$ cat src/rtl/display_defs.sv
// Shared constants for the two-digit BCD display path.
// Segment patterns are active-high {g,f,e,d,c,b,a}.
package display_defs;

  localparam logic [6:0] SEG_0    = 7'b0111111;
  localparam logic [6:0] SEG_1    = 7'b0000110;
  localparam logic [6:0] SEG_2    = 7'b1011011;
  localparam logic [6:0] SEG_3    = 7'b1001111;
  localparam logic [6:0] SEG_4    = 7'b1100110;
  localparam logic [6:0] SEG_5    = 7'b1101101;
  localparam logic [6:0] SEG_6    = 7'b1111101;
  localparam logic [6:0] SEG_7    = 7'b0000111;
  localparam logic [6:0] SEG_8    = 7'b1111111;
  localparam logic [6:0] SEG_9    = 7'b1101111;
  localparam logic [6:0] SEG_DASH = 7'b1000000;
  localparam logic [6:0] SEG_OFF  = 7'b0000000;

  typedef enum logic {
    SLOT_UNITS = 1'b0,
    SLOT_TENS  = 1'b1
  } slot_e;

endpackage

$ cat src/rtl/display_bcd_mux_bcd_to_7seg.sv
// BCD digit to active-high {g..a} segment pattern.
// Codes 10-15 are not BCD and render as a dash.
module bcd_to_7seg
  import display_defs::*;
(
  input  logic [3:0] bcd_i,
  output logic [6:0] seg_o
);

  always_comb begin
    seg_o = SEG_DASH;
    case (bcd_i)
      4'd0:    seg_o = SEG_0;
      4'd1:    seg_o = SEG_1;
      4'd2:    seg_o = SEG_2;
      4'd3:    seg_o = SEG_3;
      4'd4:    seg_o = SEG_4;
      4'd5:    seg_o = SEG_5;
      4'd6:    seg_o = SEG_6;
      4'd7:    seg_o = SEG_7;
      4'd8:    seg_o = SEG_8;
      4'd9:    seg_o = SEG_9;
      default: seg_o = SEG_DASH;
    endcase
  end

endmodule

$ cat src/rtl/display_bcd_mux.sv
// Time-multiplexed two-digit 7-segment driver with frame snapshot.
// Optional: LEADING_ZERO_BLANK_EN darkens the tens slot when it is 0.
module display_bcd_mux
  import display_defs::*;
#(
  parameter int SCAN_DIV         = 1000,
  parameter bit SEG_ACTIVE_LOW   = 1'b1,
  parameter bit DIGIT_ACTIVE_LOW = 1'b1
) (
  input  logic       clock,
  input  logic       reset,
  input  logic [3:0] units_bcd,
  input  logic [3:0] tens_bcd,
  input  logic       blank,
  output logic [6:0] seg,
  output logic [1:0] digit_en,
  output logic       frame_tick
);

  localparam int CW = (SCAN_DIV > 1) ? $clog2(SCAN_DIV) : 1;
  localparam logic [CW-1:0] CNT_LAST = CW'(SCAN_DIV - 1);
  localparam logic [6:0] SEG_IDLE =
    SEG_ACTIVE_LOW ? ~SEG_OFF : SEG_OFF;
  localparam logic [1:0] DIG_IDLE =
    DIGIT_ACTIVE_LOW ? 2'b11 : 2'b00;

  logic [CW-1:0] cnt_q, cnt_d;
  slot_e         slot_q, slot_d;
  logic [7:0]    snap_q, snap_d;
  logic [6:0]    seg_q, seg_d;
  logic [1:0]    dig_q, dig_d;
  logic          ft_q, ft_d;

  logic       tick;
  logic       frame_start;
  logic       lz_dark;
  logic       dark;
  logic [3:0] digit_sel;
  logic [1:0] en_hi;
  logic [6:0] pat;

  bcd_to_7seg u_dec (
    .bcd_i (digit_sel),
    .seg_o (pat)
  );

  // The units slot opens on the same edge the snapshot is taken,
  // so it reads the live inputs; the tens slot reads the snapshot.
  always_comb begin
    tick        = (cnt_q == CNT_LAST);
    cnt_d       = tick ? '0 : cnt_q + 1'b1;
    slot_d      = slot_q;
    frame_start = tick && (slot_q == SLOT_TENS);
    snap_d      = frame_start ? {tens_bcd, units_bcd} : snap_q;
    if (tick) begin
      slot_d = (slot_q == SLOT_TENS) ? SLOT_UNITS : SLOT_TENS;
    end
    digit_sel = (slot_q == SLOT_TENS) ? units_bcd : snap_q[7:4];
`ifdef LEADING_ZERO_BLANK_EN
    lz_dark = (slot_q == SLOT_UNITS) && (snap_q[7:4] == 4'd0);
`else
    lz_dark = 1'b0;
`endif
    dark  = blank | lz_dark;
    en_hi = (slot_q == SLOT_TENS) ? 2'b01 : 2'b10;
    seg_d = seg_q;
    dig_d = dig_q;
    if (tick) begin
      if (dark) begin
        seg_d = SEG_IDLE;
        dig_d = DIG_IDLE;
      end else begin
        seg_d = SEG_ACTIVE_LOW ? ~pat : pat;
        dig_d = DIGIT_ACTIVE_LOW ? ~en_hi : en_hi;
      end
    end
    ft_d = frame_start;
  end

  always_ff @(posedge clock or negedge reset) begin
    if (!reset) begin
      cnt_q  <= '0;
      slot_q <= SLOT_TENS;
      snap_q <= '0;
      seg_q  <= SEG_IDLE;
      dig_q  <= DIG_IDLE;
      ft_q   <= 1'b0;
    end else begin
      cnt_q  <= cnt_d;
      slot_q <= slot_d;
      snap_q <= snap_d;
      seg_q  <= seg_d;
      dig_q  <= dig_d;
      ft_q   <= ft_d;
    end
  end

  assign seg        = seg_q;
  assign digit_en   = dig_q;
  assign frame_tick = ft_q;

endmodule
$ cat config.mk
export PLATFORM = sky130hd
export DESIGN_NAME = display_bcd_mux
export DESIGN_NICKNAME = d
export VERILOG_FILES = /design/src/rtl/display_defs.sv /design/src/rtl/display_bcd_mux_bcd_to_7seg.sv /design/src/rtl/display_bcd_mux.sv
export SDC_FILE = /design/constraint.sdc
export NUM_CORES = 1
export LEC_CHECK = 0
export CORE_UTILIZATION = 43
export DETAILED_ROUTE_END_ITERATION = 8
export GPL_ROUTABILITY_DRIVEN = 1
export HOLD_SLACK_MARGIN = 0.15
export PLACE_DENSITY = 0.69
export SETUP_SLACK_MARGIN = 0.3
export SYNTH_ARGS = -nofsm -noshare
export SYNTH_HDL_FRONTEND = slang
export SYNTH_SLANG_ARGS = --single-unit
$ cat constraint.sdc
create_clock -name clock -period 2.5 [get_ports clock]
set_input_delay 0.5 -clock clock [delete_from_list [all_inputs] [get_ports clock]]
set_output_delay 0.5 -clock clock [all_outputs]
set_load 0.1 [all_outputs]
==> results.md, run 1 <==
* Clk root buf: clkbuf_4
* Hold-fix buffers, CTS at 0
* Final min period at 2.05 ns
* # nets final at 161
* Largest buffer count on any clock path at 2
* Overflow after GRT at 0
* H-tree levels at 1
* Final Cycle Share at 82.1%
* CP max FO at 10
* Vias at 952
* CTS sink count at 25
* Crit path max-delay family: flip-flops
* WL final at 2500 um
* Crit-path cells: mux2i_2 -> inv_1 -> ha_1 -> nor2_1 -> o21ai_0 -> a221o_1
* Failing checks: DRC
* Num ports at 21
* DR iter-0 viols at 18
* Post-synth top flop: dfrtp_1
* RR Startpoint: slot_q$_DFFE_PN1N_
* Postcts setup bufs at 0
* Max IR drop VDD at 0.236 mV
* TritonCTS clock tree: built
* Post-synth ARST share at 100%
* RSZ-0062 raised after global routing: false
* Power Dens Cells at 427 nW/um^2
* Hold WC Path Type: reg2reg
* Leak at 0.698 nW
* Global-route wire length before repair at 4220 um
* Status: finished with violations
* Die Y at 57.3 um
* DP HPWL at 1880 um
* Critical path launch point type: register
* Yosys warning count at 0
* Wire per inst at 14.3 um
* Mapped Cells at 121
* Crit path from: slot_q$_DFFE_PN1N_
* TritonRoute pass-1 iters at 6
* Die width at 57.3 um
* DP Cell Count at 170
* Commonest non-fill, non-tap cells in the layout: nor2_1, dfrtp_1, buf_4, dfstp_2, clkdlybuf4s50_1
* Layout cells sized above 1 at 25.9%
* Final Max Tran Viols at 0
* Routability congestion estimate from global placement at 0.808
* Setup slack, reg-to-reg at 0.45 ns
* Tot GR Track Use at 16.6%
* Fin. Hold Viols at 0
* CP endpoint kind: register
* Setup Viol. Count Final at 0
* Area grow syn2layout at 18.2%
* Via density at 5.47
* Initial antenna violation count at 0
* Drt drc at 2
* Cell count of the worst reg-to-reg path at 6
* Crit path buf inv count at 1
* Vias in the first global route at 946
* Max Freq at 487 MHz
* Finished Layout Cells at 174
* Largest net degree at the start of global routing at 26
* Rows at 19
* CP max stage cell: dfstp_2
* Syn_area_per_cell at 10.9 um^2
* IO Port Bufs at 20
* Yosys reg bits at 25
* Critical path class: reg2reg
* Commonest non-fill, non-tap cell in the layout: nor2_1
* R2r endpoint: seg[0]$_DFFE_PN1N_
* Cts bufs inserted at 3
* Critical Path AT at 2.30 ns
* Crit path to: seg[0]$_DFFE_PN1N_
* Clk_skew at 0.0120 ns
* Worst Path Required at 2.75 ns
* DIE AREA at 3290 um^2
* Syn_nets at 138
* Setup TNS at 0 ns
* Relative slew margins at 67.2%
* Worst path depth at 6
* Post-synth EDFFs at 0
* Seq/Total Area, Yosys at 48.5%
* Synth cell types at 37
* Worst-margin pin slew at 0.478 ns
* CP max stage delay at 0.71 ns
* Clock-pin slew on the worst setup and hold paths at 0.14 ns
* Initial Utilization at 46.5%
* N_diodes at 0
* Worst-Skew Late Latency at 0.32 ns
* Synthesized area at 1320 um^2
* Post-route ant nets at 0
* MaxCap Viol Count at 0
* Core area at 2830 um^2
power by group:
part	switching, mW	total, mW	internal (mW)
clock	0.121	0.181	0.0598
sequential	0.00212	0.414	0.412
combinational	0.0468	0.0697	0.0229
total	0.170	0.665	0.495
synthesized netlist by cell type (3+ instances only):
| library cell | n | share of area [%] |
|---|---|---|
| a21oi_1 | 9 | 3.4 |
| mux2_1 | 6 | 5.1 |
| dfrtp_1 | 15 | 29 |
| dfstp_2 | 10 | 20 |
| mux2i_1 | 4 | 3.0 |
| nand3_1 | 6 | 2.3 |
| o21ai_0 | 3 | 1.1 |
| ha_1 | 6 | 5.7 |
| nor2_1 | 16 | 4.6 |
| inv_1 | 3 | 0.86 |
| xnor2_1 | 4 | 2.7 |
| nand2_1 | 6 | 1.7 |
what timing repair did:
| action | in CTS | in global routing |
|---|---|---|
| endpoints found under the setup margin | 0 | 3 |
| endpoints found under the hold margin | 0 | 0 |
| resized for setup | 0 | 1 |
per-layer routing:
| layer | GRT usage [%] | vias up | part of all wire (%) |
|---|---|---|---|
| li1 | - | 466 | - |
| met1 | 22.7 | 456 | 47 |
| met2 | 28.1 | 28 | 48 |
| met3 | 2.27 | 2 | 4.5 |
| met4 | 4.18 | 0 | 0.56 |
| met5 | 0 | - | 0 |
state kept, by name, indices dropped and copies added (netlist names):
| name | cells |
|---|---|
| snap_q | 4 |
| digit_en | 2 |
| seg | 7 |
| frame_tick | 1 |
| slot_q | 1 |
| cnt_q | 10 |
cells by family after synthesis:
kind of cell	count (synthesis)	synth area share, %
XOR/XNOR	6	3.99
multiplexers	12	10.1
adder cells (fa/ha/maj)	6	5.70
AND/OR/NAND/NOR	42	18.0
AO/OA/AOI/OAI	22	10.7
buffers and inverters	8	3.04
flip-flops	25	48.5
tightest hold or removal path: stages (launching register included):
cell and delay (ns):
dfstp_2 0.40, nand2_1 0.05, nand2_1 0.05
layout make-up:
type                            instances  area [um^2]
Clock inverter                          1         5.00
Sequential cell                        25          638
Timing Repair Buffer                   23          198
Inverter                                3         11.3
Clock buffer                            3         22.5
Multi-Input combinational cell         88          642
Tap cell                               31         38.8
Fill cell                             238         1270
through the flow:
stage	power [mW]	area, um^2	hold slack, ns	setup WS, ns	utilization [%]
floorplan	0.458	1320	0.204	0.465	-
global placement	0.491	1520	0.448	0.317	53.9
detailed placement	0.492	1520	0.455	0.225	53.9
CTS	0.676	1550	0.478	0.364	54.8
global route	0.689	1560	0.499	0.309	55.0
finish	0.665	1560	0.475	0.448	55.0
worst min-delay path by stage:
stage / start / to / slack, ns / cells after the start
after floorplan: reset / cnt_q[0]$_DFF_PN0_ / 0.20 / 0
after global placement: digit_en[1]$_DFFE_PN1N_ / digit_en[1]$_DFFE_PN1N_ / 0.45 / 2
after detailed placement: digit_en[1]$_DFFE_PN1N_ / digit_en[1]$_DFFE_PN1N_ / 0.45 / 2
after CTS: cnt_q[0]$_DFF_PN0_ / cnt_q[0]$_DFF_PN0_ / 0.48 / 1
after global routing: cnt_q[0]$_DFF_PN0_ / cnt_q[0]$_DFF_PN0_ / 0.50 / 1
final: digit_en[1]$_DFFE_PN1N_ / digit_en[1]$_DFFE_PN1N_ / 0.47 / 2
Note: power is estimated with default switching activity, not from simulation.
==> run 2, diff against run 1 <==
==> constraint.sdc (replaced) <==
create_clock -name clock -period 1.9 [get_ports clock]
set_input_delay 0.38 -clock clock [delete_from_list [all_inputs] [get_ports clock]]
set_output_delay 0.38 -clock clock [all_outputs]
set_load 0.1 [all_outputs]
==> results.md, run 2 (same netlist as run 1, synthesis figures left out) <==
* Max IR drop VDD at 0.291 mV
* Critical Path AT at 2.05 ns
* CP max FO at 4
* Critical path class: reg2reg
* Fin. Hold Viols at 0
* # nets final at 175
* P_sw at 243 uW
* WL met2 at 1310 um
* Worst Path Required at 2.16 ns
* Clock group share of total power at 27.7%
* Relative slew margins at 75.4%
* Core area at 2830 um^2
* Clock-pin slew on the worst setup and hold paths at 0.15 ns
* Routability congestion estimate from global placement at 0.853
* Switching part of the total at 26.6%
* Placement Setup Slack at -0.0105 ns
* Largest buffer count on any clock path at 2
* Final Max Tran Viols at 0
* Largest net degree at the start of global routing at 26
* Setup slack, reg-to-reg at 0.11 ns
* TritonRoute pass-1 iters at 8
* RSZ-0062 raised after global routing: true
* Die Y at 57.3 um
* Clk_skew at 0.0116 ns
* DIE AREA at 3290 um^2
* Worst-margin pin slew at 0.369 ns
* Leak at 0.846 nW
* IO Port Bufs at 20
* Power Dens Cells at 469 nW/um^2
* Global-route wire length before repair at 4680 um
* Critical path launch point type: register
* Worst-Skew Late Latency at 0.33 ns
* N_diodes at 0
* DRT met1 WL at 1330 um
* Setup Viol. Count Final at 0
* DR iter-0 viols at 14
* Gate power share at 12.0%
* Cts bufs inserted at 3
* Num ports at 21
* Biggest register: cnt_q
* Final core occ at 68.6%
* TritonCTS clock tree: built
* Flip-flop count of the largest register after layout at 10
* Max Freq at 560 MHz
* WL final at 2730 um
* Internal power at 668 uW
* Final min period at 1.79 ns
* Commonest non-fill, non-tap cells in the layout: nor2_1, buf_4, dfrtp_1
* Vias at 995
* Area grow syn2layout at 47.5%
* Status: finished with violations
* Vias in the first global route at 996
* CTS sink count at 25
* CP endpoint kind: register
* Final WS setup at 0.115 ns
* Initial antenna violation count at 0
* Hold WC Path Type: in2async
* Wire per inst at 14.5 um
* Failing checks: DRC
* Initial Utilization at 46.5%
* Die width at 57.3 um
* Tot GR Track Use at 18.5%
* DP HPWL at 1910 um
* Post-route ant nets at 0
* Clk root buf: clkbuf_4
* Rows at 19
* H-tree levels at 1
* DR WL met3 at 73 um
* Top Metal Used: met4
* Via density at 5.29
* Final Cycle Share at 94.0%
* Sequential Power Share at 60.3%
* Layout cells sized above 1 at 45.2%
* MaxCap Viol Count at 0
* Drt drc at 1
* Overflow after GRT at 0
-- run 2: cell types whose count changed in the layout (fill, tap and decap cells not counted), moves of 3 or more --
| cell | before | now |
|---|---|---|
| a21oi_1 | 9 | 5 |
| a21oi_2 | 0 | 3 |
| buf_12 | 0 | 10 |
| ha_1 | 6 | 2 |
| ha_4 | 0 | 3 |
| mux2_1 | 6 | 2 |
| mux2_4 | 0 | 4 |
| mux2i_4 | 0 | 4 |
-- run 2: stage by stage --
| step | hold WS [ns] | total power [mW] | std cells | setup TNS (ns) | instance area (um^2) |
|---|---|---|---|---|---|
| 6_report | 0.390 | 0.911 | 188 | 0 | 1940 |
| 5_1_grt | 0.423 | 0.945 | 188 | 0 | 1940 |
| 4_1_cts | 0.387 | 0.923 | 184 | 0 | 1890 |
| 3_5_place_dp | 0.471 | 0.667 | 173 | -0.0240 | 1740 |
| 3_3_place_gp | 0.463 | 0.666 | 173 | -0.00251 | 1740 |
| 2_1_floorplan | 0.0844 | 0.603 | 121 | 0 | 1420 |
-- run 2: final timing paths --
path                                      endpoint                    start  cells past startpoint
max in group asynchronous       seg[5]$_DFFE_PN1N_                    reset                      2
min in group clock         digit_en[1]$_DFFE_PN1N_  digit_en[1]$_DFFE_PN1N_                      2
min reg2reg                digit_en[1]$_DFFE_PN1N_  digit_en[1]$_DFFE_PN1N_                      2
min                             cnt_q[5]$_DFF_PN0_                    reset                      2
max                             seg[0]$_DFFE_PN1N_       slot_q$_DFFE_PN1N_                      6
max reg2reg                     seg[0]$_DFFE_PN1N_       slot_q$_DFFE_PN1N_                      6
-- run 2: area by class of cell --
class	instances	area, um^2
repair buffers	37	435
clock inverters	1	7.51
well taps	31	38.8
multi-input cells	88	787
inverters	3	11.3
flip-flops and latches	25	639
clock buffers	3	22.5
fillers	208	887
-- run 2: routing by layer --
metal	GRT usage (%)	vias up
met5	0	-
met2	29.9	15
li1	-	495
met1	26.6	483
met4	5.23	0
met3	2.04	2
-- run 2: power by group through the flow --
stage	registers, mW	clock network, mW	logic [mW]
finish	0.549	0.253	0.109
CTS	0.550	0.263	0.110
floorplan	0.597	0	0.00654
global placement	0.558	0	0.108
global route	0.550	0.280	0.115
detailed placement	0.558	0	0.108
-- run 2: repair_timing --
action                                  in CTS  in global routing
hold buffers                                 0                  0
endpoints found under the setup margin      11                 13
gates resized for setup                     14                  4
setup buffers                                7                  4
pin swaps                                    8                  4
endpoints found under the hold margin        0                  0
-- run 2: critical path: stages (launching register included) --
cell and delay [ns]:
dfstp_2 0.68, mux2i_4 0.31, inv_2 0.10, ha_4 0.17
nor2_4 0.12, o21ai_2 0.07, a221o_1 0.29
